[src/rtl/mem_ctrl_pkg.sv]
// Shared configuration for the memory controller: I/O window base,
// RISC-V load/store width encodings and controller state encoding.
package mem_ctrl_pkg;

  localparam logic [31:0] IO_BASE_DEFAULT = 32'h0003_0000;

  localparam logic [2:0] F3_B  = 3'b000;
  localparam logic [2:0] F3_H  = 3'b001;
  localparam logic [2:0] F3_W  = 3'b010;
  localparam logic [2:0] F3_BU = 3'b100;
  localparam logic [2:0] F3_HU = 3'b101;

  typedef enum logic [1:0] {
    ST_IDLE   = 2'd0,
    ST_IFETCH = 2'd1,
    ST_LOAD   = 2'd2,
    ST_STORE  = 2'd3
  } state_e;

  // Access length in bytes from the size field funct3[1:0].
  function automatic logic [2:0] access_len(input logic [1:0] size);
    case (size)
      2'b00:   return 3'd1;
      2'b01:   return 3'd2;
      default: return 3'd4;
    endcase
  endfunction

endpackage

[src/rtl/load_ext.sv]
// Load result extension: sign- or zero-extends the assembled raw word
// according to the load funct3.
module load_ext
  import mem_ctrl_pkg::*;
(
  input  logic [2:0]  func3_i,
  input  logic [31:0] raw_i,
  output logic [31:0] ext_o
);

  always_comb begin
    case (func3_i)
      F3_B:    ext_o = {{24{raw_i[7]}}, raw_i[7:0]};
      F3_H:    ext_o = {{16{raw_i[15]}}, raw_i[15:0]};
      F3_BU:   ext_o = {24'd0, raw_i[7:0]};
      F3_HU:   ext_o = {16'd0, raw_i[15:0]};
      default: ext_o = raw_i;
    endcase
  end

endmodule

[src/rtl/mem_ctrl.sv]
// Byte-serial memory controller arbitrating instruction fetch and LSB
// accesses onto a one-cycle-latency 8-bit RAM port with an I/O window.
module mem_ctrl
  import mem_ctrl_pkg::*;
#(
  parameter logic [31:0] IO_BASE = IO_BASE_DEFAULT
) (
  input  logic        clk_in,
  input  logic        rst_in,
  input  logic        rdy_in,
  input  logic        flush,
  input  logic        if_req,
  input  logic [31:0] if_addr,
  output logic        if_done,
  output logic [31:0] if_data,
  input  logic        lsb_req,
  input  logic        lsb_is_write,
  input  logic [2:0]  lsb_func3,
  input  logic [31:0] lsb_addr,
  input  logic [31:0] lsb_wdata,
  output logic        lsb_done,
  output logic [31:0] lsb_rdata,
  input  logic [7:0]  mem_din,
  output logic [7:0]  mem_dout,
  output logic [31:0] mem_a,
  output logic        mem_wr,
  input  logic        io_buffer_full
);

  state_e      state_q, state_d;
  logic [2:0]  step_q, step_d;
  logic [2:0]  len_q, len_d;
  logic [2:0]  func3_q, func3_d;
  logic [31:0] addr_q, addr_d;
  logic [31:0] wdata_q, wdata_d;
  logic [31:0] data_q, data_d;
  logic [31:0] ext_w;
  logic [1:0]  cap_idx;
  logic        is_read;
  logic        io_stall;

  // step k issues byte k; a read captures byte k-1 one step later because
  // the RAM answers a cycle after the address is presented.
  assign cap_idx  = 2'(step_q - 3'd1);
  assign is_read  = (state_q == ST_IFETCH) || (state_q == ST_LOAD);
  assign io_stall = (state_q == ST_STORE) && (addr_q >= IO_BASE) && io_buffer_full;

  // NOTE: every variable gets a default before the case so no path leaves
  // one unassigned, which would otherwise infer a latch.
  always_comb begin
    state_d  = state_q;
    step_d   = step_q;
    len_d    = len_q;
    func3_d  = func3_q;
    addr_d   = addr_q;
    wdata_d  = wdata_q;
    data_d   = data_q;
    mem_a    = 32'd0;
    mem_wr   = 1'b0;
    mem_dout = 8'd0;
    if_done  = 1'b0;
    lsb_done = 1'b0;

    if (!rdy_in) begin
      // While paused, re-present the address whose byte is captured on resume.
      if (is_read && step_q != 3'd0 && step_q <= len_q)
        mem_a = addr_q + 32'(step_q - 3'd1);
    end else begin
      case (state_q)
        ST_IDLE: begin
          if (!flush) begin
            if (lsb_req) begin
              state_d = lsb_is_write ? ST_STORE : ST_LOAD;
              addr_d  = lsb_addr;
              func3_d = lsb_func3;
              len_d   = access_len(lsb_func3[1:0]);
              wdata_d = lsb_wdata;
              step_d  = 3'd0;
              data_d  = 32'd0;
            end else if (if_req) begin
              state_d = ST_IFETCH;
              addr_d  = if_addr;
              func3_d = F3_W;
              len_d   = 3'd4;
              step_d  = 3'd0;
              data_d  = 32'd0;
            end
          end
        end
        ST_IFETCH, ST_LOAD: begin
          if (step_q < len_q)
            mem_a = addr_q + 32'(step_q);
          if (step_q != 3'd0 && step_q <= len_q)
            data_d[{cap_idx, 3'b000} +: 8] = mem_din;
          if (flush) begin
            state_d = ST_IDLE;
            step_d  = 3'd0;
          end else if (step_q == len_q + 3'd1) begin
            if_done  = (state_q == ST_IFETCH);
            lsb_done = (state_q == ST_LOAD);
            state_d  = ST_IDLE;
            step_d   = 3'd0;
          end else begin
            step_d = step_q + 3'd1;
          end
        end
        ST_STORE: begin
          if (step_q < len_q) begin
            if (!io_stall) begin
              mem_wr   = 1'b1;
              mem_a    = addr_q + 32'(step_q);
              mem_dout = wdata_q[{step_q[1:0], 3'b000} +: 8];
              step_d   = step_q + 3'd1;
            end
          end else begin
            lsb_done = 1'b1;
            state_d  = ST_IDLE;
            step_d   = 3'd0;
          end
        end
        default: state_d = ST_IDLE;
      endcase
    end
  end

  // NOTE: state registers use non-blocking assignments so every register
  // samples the pre-edge values regardless of statement order.
  always_ff @(posedge clk_in) begin
    if (rst_in) begin
      state_q <= ST_IDLE;
      step_q  <= 3'd0;
      len_q   <= 3'd0;
      func3_q <= 3'd0;
      addr_q  <= 32'd0;
      wdata_q <= 32'd0;
      data_q  <= 32'd0;
    end else begin
      state_q <= state_d;
      step_q  <= step_d;
      len_q   <= len_d;
      func3_q <= func3_d;
      addr_q  <= addr_d;
      wdata_q <= wdata_d;
      data_q  <= data_d;
    end
  end

  load_ext u_load_ext (
    .func3_i (func3_q),
    .raw_i   (data_q),
    .ext_o   (ext_w)
  );

  assign if_data   = if_done ? data_q : 32'd0;
  assign lsb_rdata = (lsb_done && state_q == ST_LOAD) ? ext_w : 32'd0;

endmodule
[config.mk]
export PLATFORM = sky130hd
export DESIGN_NAME = mem_ctrl
export DESIGN_NICKNAME = d
export VERILOG_FILES = /design/src/rtl/mem_ctrl_pkg.sv /design/src/rtl/load_ext.sv /design/src/rtl/mem_ctrl.sv
export SDC_FILE = /design/constraint.sdc
export NUM_CORES = 1
export LEC_CHECK = 0
export ABC_AREA = 1
export CORE_MARGIN = 2
export CORE_UTILIZATION = 53
export CTS_BUF_LIST = sky130_fd_sc_hd__clkbuf_8
export CTS_CLUSTER_SIZE = 14
export DETAILED_ROUTE_END_ITERATION = 12
export PLACE_DENSITY = 0.84
export SYNTH_ARGS = -nofsm -noshare
export SYNTH_HDL_FRONTEND = slang
export SYNTH_SLANG_ARGS = --single-unit
export TNS_END_PERCENT = 1
[constraint.sdc]
create_clock -name clk_in -period 4.5 [get_ports clk_in]
set_clock_uncertainty 0.15 [all_clocks]
set_input_delay 0.9 -clock clk_in [delete_from_list [all_inputs] [get_ports clk_in]]
set_output_delay 0.9 -clock clk_in [all_outputs]
set_load 0.05 [all_outputs]
==> run summary, run 1 <==
=================================================================================
Number of hold violations in the final report ......................            0
Proportion of synthesized chip area in sequential cells ............       22.83%
Req. time, crit path ...............................................      3.45 ns
Power, Total .......................................................     3.924 mW
Fill cell count ....................................................         1407
Number of enable flip-flop cells after synthesis ...................            0
Overall track demand over capacity in global routing ...............       36.28%
Via total after detailed routing ...................................        11487
Routed WL ..........................................................     34210 um
List of cells traversed by the critical path ....................... inv_2, buf_4, ha_1, nand3b_1, nand2_1, nor2_1, nand2_1, nor2_1, inv_1, a21oi_1, clkdlybuf4s50_1
Type of origin of the critical path ................................     register
Largest net degree at the start of global routing ..................           68
Most used flip-flop cell after synthesis ........................... sky130_fd_sc_hd__dfxtp_1
Static Leakage .....................................................     5.812 nW
Mapped Nets ........................................................         1811
Number of clock buffers inserted by TritonCTS ......................            9
Critical Path AT ...................................................      3.28 ns
Transition time at the pin with the least slew margin ..............    0.9992 ns
Post-synthesis instance total ......................................         1646
Master of the slowest instance on the critical path ................ sky130_fd_sc_hd__clkdlybuf4s50_1
Worst path top cell family by delay ................................ buffers and inverters
DR DRC count .......................................................            0
Yosys warning count ................................................            0
Post-Route Utilization .............................................       75.32%
Fraction of synthesized cell area taken by the top area cell type ..       22.83%
Synth-to-Final Area Change .........................................       38.85%
CTS tree ...........................................................          yes
Effective utilization at floorplan .................................       54.25%
Number of antenna violations at the first check in global routing ..            1
Detailed placement HPWL ............................................     26940 um
Final Setup Violations .............................................            0
Iteration count of the initial detailed-routing pass ...............            5
Proportion of layout cells with a drive suffix above 1 .............       10.36%
Full die area ...................................................... 0.01878 sq mm
Later-pin clock latency in the skew report .........................      0.40 ns
VDD IR max .........................................................     214.7 uV
Routed length per placed instance ..................................     16.54 um
Distinct cell type count of the synthesized netlist ................           43
Number of pins with negative max-slew slack in the final report ....            0
RSZ-0062 raised after global routing ...............................          yes
Iter 0 DRT Violations ..............................................          925
Number of global-route vias before repair ..........................        10889
Net count reported at finish .......................................         2003
Number of buffer cells added on primary ports ......................          221
Result of the run .................................................. finished, final reports clean
Average cell area after synthesis ..................................  5.700 sq um
Final Hold Slack ...................................................    0.3222 ns
Summed instance area of the synthesized netlist .................... 0.009383 sq mm
Placeable core area ................................................ 0.01730 sq mm
Max Clock Freq .....................................................    231.1 MHz
Clock Sinks ........................................................          107
Remaining Overflow, GRT ............................................            0
Maximum fanout along the worst path ................................           18
Fin crit share .....................................................       96.15%
IO Pins ............................................................          222
Slowest stage delay, CP ............................................      0.83 ns
Final std cell area, no fill ....................................... 0.01303 sq mm
Dominant cells by area after synthesis ............................. sky130_fd_sc_hd__dfxtp_1, sky130_fd_sc_hd__nand2_1, sky130_fd_sc_hd__nor2_1
Antenna fix cells ..................................................            0
Die X-Extent .......................................................     137.1 um
Power per cell area ................................................ 301.2 mW/mm^2
Global placement routability congestion ............................        1.006
Crit path kind .....................................................   reg -> out
Number of synthesized register bits ................................          107
FFs w/ async S/R, synth ............................................           0%
Register clock-pin slew on the reported worst setup and hold paths .      0.11 ns
Final critical delay including setup and external delays ...........     4.327 ns
Wire length of the first global-routing pass .......................     53820 um
Clock root buffer .................................................. sky130_fd_sc_hd__clkbuf_8
Remaining antenna violation count ..................................            0
Height of the die ..................................................     137.1 um
Final-layout setup total negative slack ............................         0 ns
Type of the tightest min-delay check ...............................   reg -> reg
Cell type with the highest aggregate area in the netlist ........... sky130_fd_sc_hd__dfxtp_1
Total buffers and inverters traversed by the critical path .........            4
Clock Tree Buf Depth ...............................................            2
Placement row count ................................................           48
Worst Setup End Kind ...............................................  output port
Number of maximum-capacitance violations ...........................            0
Cell Area, Placed .................................................. 0.01272 sq mm
Number of vias per cell after detailed routing .....................        5.555
Htree depth ........................................................            3
Max_slew headroom ..................................................       33.38%
=================================================================================
==> state kept, by name (all words and copies together), names as in the netlist <==
register	flops
len_q	3
addr_q	32
func3_q	3
data_q	32
step_q	3
state_q	2
wdata_q	32
==> report_power, final <==
group          internal, mW  switching (mW)
logic                 0.729            1.43
clock network         0.279           0.399
registers              1.01          0.0765
total                  2.01            1.91
==> kinds of logic (layout without fill, tap and decap cells) <==
kind of cell	count (synthesis)	in the layout	share of synthesized area, %
xor gates and xnor gates	25	25	2.334
AOI/OAI and AO/OA	237	237	13.59
adders and majority gates	50	50	6.828
DFF	107	107	22.83
buffers and inverters	282	479	11.79
and+or+nand+nor	945	945	42.63
==> Yosys cell counts (all sizes together), types with 8 or more instances <==
library cell  instances
clkbuf               33
xnor2                11
nand3b                8
xor2                 14
ha                   48
a21oi                85
inv                 218
nand2               469
buf                  30
o22ai                10
a31oi                33
nor2                298
dfxtp               107
nor3                 29
nand4                61
nand3                73
o21ai               104
==> worst register-to-register path: stages (launching register included) <==
cell	delay (ns)
sky130_fd_sc_hd__dfxtp_1	0.34
sky130_fd_sc_hd__inv_2	0.21
sky130_fd_sc_hd__buf_4	0.29
sky130_fd_sc_hd__ha_1	0.20
sky130_fd_sc_hd__nand3b_1	0.11
sky130_fd_sc_hd__nand2_1	0.10
sky130_fd_sc_hd__nand2_1	0.10
sky130_fd_sc_hd__nand3_1	0.08
sky130_fd_sc_hd__o21ai_2	0.41
sky130_fd_sc_hd__nand3_1	0.57
sky130_fd_sc_hd__nand2_1	0.23
sky130_fd_sc_hd__a21oi_1	0.09
==> cells in the final DEF (no fill, tap or decap), types with 6 or more instances in the layout <==
cell type / count
sky130_fd_sc_hd__clkbuf_8: 9
sky130_fd_sc_hd__o22ai_1: 9
sky130_fd_sc_hd__xor2_1: 14
sky130_fd_sc_hd__ha_1: 47
sky130_fd_sc_hd__nand3b_1: 8
sky130_fd_sc_hd__buf_12: 99
sky130_fd_sc_hd__clkdlybuf4s50_1: 121
sky130_fd_sc_hd__nor2_1: 280
sky130_fd_sc_hd__a31oi_1: 33
sky130_fd_sc_hd__o21ai_0: 96
sky130_fd_sc_hd__nand2_1: 462
sky130_fd_sc_hd__buf_4: 24
sky130_fd_sc_hd__nand4_1: 60
sky130_fd_sc_hd__a21oi_1: 83
sky130_fd_sc_hd__dfxtp_1: 107
sky130_fd_sc_hd__xnor2_1: 11
sky130_fd_sc_hd__inv_1: 212
sky130_fd_sc_hd__nor2_2: 14
sky130_fd_sc_hd__nand2_2: 6
sky130_fd_sc_hd__nor3_1: 26
sky130_fd_sc_hd__nand3_1: 68
==> final timing paths <==
kind	depth (start not counted)	slack [ns]	to	from
hold / removal	2	0.32	data_q[4]	data_q[4]
setup reg to reg	11	1.51	data_q[22]	step_q[0]
setup / recovery	11	0.17	mem_dout[3]	step_q[0]
hold reg to reg	2	0.32	data_q[4]	data_q[4]
==> through the flow <==
step	cells	worst slack (ns)
global route	2068	-0.002569
detailed placement	2050	0.4169
floorplan	1646	-0.2722
finish	2068	0.1734
CTS	2068	0.1073
global placement	2050	0.4793
==> timing repair <==
action / CTS / global route
setup endpoints to repair: 1 / 20
gates resized for setup: 1 / 11
setup buffers: 2 / 0
pin swaps: 0 / 0
hold buffers: 0 / 0
==> per-layer routing <==
metal / global-route usage (%) / vias to the layer above / share of wire, %
met4: 16.84 / 0 / 4.5
met1: 42.65 / 5173 / 38
met3: 7.815 / 106 / 8.7
met2: 62.74 / 548 / 49
met5: 0 / - / 0
li1: - / 5660 / -
==> area by class of cell <==
| class | count | area [sq um] | area share, % |
|---|---|---|---|
| Inverter | 219 | 825.8 | 6.339 |
| Sequential cell | 107 | 2142 | 16.44 |
| Timing Repair Buffer | 244 | 3373 | 25.89 |
| Clock buffer | 9 | 123.9 | 0.9508 |
| Multi-Input combinational cell | 1257 | 6173 | 47.39 |
| Clock inverter | 7 | 107.6 | 0.8260 |
| Tap cell | 225 | 281.5 | 2.161 |
(Power assumes the default switching activity.)
==> inputs of run 2 (changes only) <==
Settings changed: SYNTH_HIERARCHICAL set to 1.
==> run summary, run 2 <==
=================================================================================
Global placement routability congestion ............................        1.060   was 1.006
Transition time at the pin with the least slew margin ..............    0.9882 ns   was 0.9992 ns
Register clock-pin slew on the reported worst setup and hold paths .      0.11 ns   about the same
Post-Route Utilization .............................................       73.32%   was 75.32%
Critical Path AT ...................................................      3.28 ns   about the same
Net switching fraction of the power ................................       48.57%   was 48.68%
Height of the die ..................................................     140.4 um   was 137.1 um
Power per cell area ................................................ 300.6 mW/mm^2   was 301.2 mW/mm^2
Via total after detailed routing ...................................        11731   was 11487
List of cells traversed by the critical path ....................... inv_2, buf_4, ha_1, inv_1, fa_1, nand3_1, nand3_1, nand2_1, nand2_1, nand2_1, nand3_1, nand2_1, nand3_1, nand2_1, buf_12   was inv_2, buf_4, ha_1, nand3b_1, nand2_1, nor2_1, nand2_1, nor2_1, inv_1, a21oi_1, clkdlybuf4s50_1
Antenna fix cells ..................................................            0   unchanged
Remaining antenna violation count ..................................            0   unchanged
Number of antenna violations at the first check in global routing ..            0   was 1
Clock Sinks ........................................................          107   unchanged
Final critical delay including setup and external delays ...........     4.326 ns   was 4.327 ns
Iteration count of the initial detailed-routing pass ...............            6   was 5
Fraction of synthesized cell area taken by the top area cell type ..       21.74%   was 22.83%
Number of maximum-capacitance violations ...........................            0   unchanged
Number of hold violations in the final report ......................            0   unchanged
Post-synthesis instance total ......................................         1720   was 1646
Placement Setup Slack ..............................................    0.4548 ns   was 0.4169 ns
Detailed placement HPWL ............................................     27630 um   was 26940 um
Number of buffer cells added on primary ports ......................          221   unchanged
Number of standard cells in the final layout excluding fillers .....         2134   was 2068
Met3 WL post-DR ....................................................      3565 um   was 2988 um
Maximum fanout along the worst path ................................           31   was 18
Sequential fraction of design power ................................        28.0%   was 27.6%
Average cell area after synthesis ..................................  5.729 sq um   was 5.700 sq um
Leading cell type in the layout, fill and taps excluded ............ sky130_fd_sc_hd__nand2_1   unchanged
Post-route met1 wirelength .........................................     14460 um   was 12980 um
Full die area ...................................................... 0.01970 sq mm   was 0.01878 sq mm
Htree depth ........................................................            3   unchanged
Fin crit share .....................................................       96.14%   was 96.15%
Clock root buffer .................................................. sky130_fd_sc_hd__clkbuf_8   unchanged
Clock Tree Buf Depth ...............................................            2   unchanged
Top routing layer used .............................................         met4   unchanged
FFs w/ async S/R, synth ............................................           0%   unchanged
Most used flip-flop cell after synthesis ........................... sky130_fd_sc_hd__dfxtp_1   unchanged
Routed length per placed instance ..................................     16.16 um   was 16.54 um
Number of vias per cell after detailed routing .....................        5.497   was 5.555
Final Setup Violations .............................................            0   unchanged
Overall track demand over capacity in global routing ...............       34.29%   was 36.28%
Net count reported at finish .......................................         2065   was 2003
Later-pin clock latency in the skew report .........................      0.39 ns   was 0.40 ns
Max Clock Freq .....................................................    231.1 MHz   about the same
Slowest stage delay, CP ............................................      0.50 ns   was 0.83 ns
Final Hold Slack ...................................................    0.3335 ns   was 0.3222 ns
Proportion of synthesized chip area in sequential cells ............       21.74%   was 22.83%
Summed instance area of the synthesized netlist .................... 0.009854 sq mm   was 0.009383 sq mm
Yosys warning count ................................................            6   was 0
Clock network fraction of design power .............................        16.4%   was 17.3%
Int Power ..........................................................     2.050 mW   was 2.014 mW
Mapped Nets ........................................................         1885   was 1811
Switching Power ....................................................     1.936 mW   was 1.911 mW
Routed WL ..........................................................     34480 um   was 34210 um
Placement row count ................................................           49   was 48
Result of the run .................................................. finished, final reports clean   unchanged
Number of enable flip-flop cells after synthesis ...................            0   unchanged
Placeable core area ................................................ 0.01809 sq mm   was 0.01730 sq mm
Worst Setup End Kind ...............................................  output port   unchanged
Distinct cell type count of the synthesized netlist ................           45   was 43
Static Leakage .....................................................     5.956 nW   was 5.812 nW
Number of synthesized register bits ................................          107   unchanged
Crit path kind .....................................................   reg -> out   unchanged
Synth-to-Final Area Change .........................................       34.57%   was 38.85%
Share of total power in combinational logic ........................        55.6%   was 55.1%
Number of global-route vias before repair ..........................        10559   was 10889
Die X-Extent .......................................................     140.4 um   was 137.1 um
DR DRC count .......................................................            0   unchanged
Placed Instances ...................................................         2114   was 2050
Most frequent CP cell .............................................. sky130_fd_sc_hd__nand2_1
Master of the slowest instance on the critical path ................ sky130_fd_sc_hd__fa_1   was sky130_fd_sc_hd__clkdlybuf4s50_1
Remaining Overflow, GRT ............................................            0   unchanged
Final-layout setup total negative slack ............................         0 ns   unchanged
Dominant cell by count in the synthesized netlist .................. sky130_fd_sc_hd__nand2_1   unchanged
Number of clock buffers inserted by TritonCTS ......................            9   unchanged
CTS tree ...........................................................          yes   unchanged
Req. time, crit path ...............................................      3.45 ns   about the same
Worst Slack Setup Final ............................................    0.1737 ns   was 0.1734 ns
Iter 0 DRT Violations ..............................................         1122   was 925
Number of pins with negative max-slew slack in the final report ....            0   unchanged
Largest net degree at the start of global routing ..................           69   was 68
RSZ-0062 raised after global routing ...............................           no   was yes
Top library cells by usage in the layout, fill and taps aside ...... sky130_fd_sc_hd__nand2_1, sky130_fd_sc_hd__nor2_1, sky130_fd_sc_hd__inv_1   unchanged
Type of the tightest min-delay check ...............................   reg -> reg   unchanged
Total buffers and inverters traversed by the critical path .........            4   unchanged
Length of routed met2 wiring .......................................     15520 um   was 16700 um
Top cells by count, synth .......................................... sky130_fd_sc_hd__nand2_1, sky130_fd_sc_hd__nor2_1, sky130_fd_sc_hd__inv_1, sky130_fd_sc_hd__dfxtp_1, sky130_fd_sc_hd__nand3_1   was sky130_fd_sc_hd__nand2_1, sky130_fd_sc_hd__nor2_1, sky130_fd_sc_hd__inv_1, sky130_fd_sc_hd__dfxtp_1, sky130_fd_sc_hd__o21ai_0
Effective utilization at floorplan .................................       54.49%   was 54.25%
Dominant cells by area after synthesis ............................. sky130_fd_sc_hd__dfxtp_1, sky130_fd_sc_hd__nand2_1, sky130_fd_sc_hd__nor2_1   unchanged
Max_slew headroom ..................................................       34.04%   was 33.38%
VDD IR max .........................................................     189.3 uV   was 214.7 uV
Proportion of layout cells with a drive suffix above 1 .............       9.711%   was 10.36%
Worst path top cell family by delay ................................ simple AND/OR/NAND/NOR gates   was buffers and inverters
Cell type with the highest aggregate area in the netlist ........... sky130_fd_sc_hd__dfxtp_1   unchanged
Type of origin of the critical path ................................     register   unchanged
IO Pins ............................................................          222   unchanged
Top flop regs ...................................................... addr_q x32, data_q x32, wdata_q x32   unchanged
Wire length of the first global-routing pass .......................     54700 um   was 53820 um
=================================================================================
[run 2: changes by cell type in the layout (fill, tap and decap cells not counted), sizes merged, moves of 4 or more]
cell	delta
inv	+45
nand3	+31
nand2	+29
nor2	-27
a21oi	-14
nand3b	-6
nor3	-6
nand4	+4
[run 2: final timing paths]
check | to | slack (ns) | depth (start not counted) | startpoint
worst max register to register | data_q[31] | 1.90 | 11 | step_q[0]
worst min register to register | data_q[3] | 0.33 | 2 | data_q[3]
worst min-delay path | data_q[3] | 0.33 | 2 | data_q[3]
worst max-delay path | mem_a[24] | 0.17 | 15 | step_q[0]
[run 2: logic make-up (layout without fill, tap and decap cells)]
logic type	after synthesis	in the layout	synth area share, %
buf+inv	338	523	14.65
flops	107	107	21.74
simple gates	976	976	42.42
fa+ha+maj	50	50	6.501
compound gates	223	223	12.38
xor+xnor	26	26	2.311
[run 2: cell type report]
class                      instances  area (sq um)
timing repair buffer             244          3341
multi-input combinational       1275          6277
fill                            1528          4825
clock inverter                     6         78.83
inverter                         262         989.7
sequential                       107          2143
tap                              229         286.5
timing repair inverter             1         7.507
clock buffer                      10         137.6
[run 2: power by group through the flow]
stage	clock [mW]	sequential (mW)	combinational (mW)
detailed placement	0	1.13	2.12
floorplan	0	1.08	1.53
finish	0.653	1.11	2.22
global route	0.696	1.12	2.44
global placement	0	1.13	2.08
CTS	0.659	1.11	2.13
[run 2: stage by stage]
stage | power [mW] | cell area, sq um
after floorplan | 2.610 | 9854
after global placement | 3.212 | 13000
final | 3.986 | 13260
after CTS | 3.899 | 13220
after detailed placement | 3.250 | 13000
after global routing | 4.259 | 13260
[run 2: worst min-delay path, stage by stage (launching register included)]
cell and delay [ns]:
sky130_fd_sc_hd__dfxtp_1 0.34, sky130_fd_sc_hd__nand2_1 0.06, sky130_fd_sc_hd__a21oi_1 0.05
[run 2: repair_timing]
item | in CTS | in global routing
hold buffers | 0 | 0
resized for setup | 0 | 5
endpoints found under the setup margin | 0 | 28
buffers inserted | 0 | 3
[run 2: layer usage]
metal	global-route usage [%]	vias to the layer above
li1	-	5813
met4	10.21	0
met2	54.90	591
met3	7.043	67
met1	46.67	5260
met5	0	-
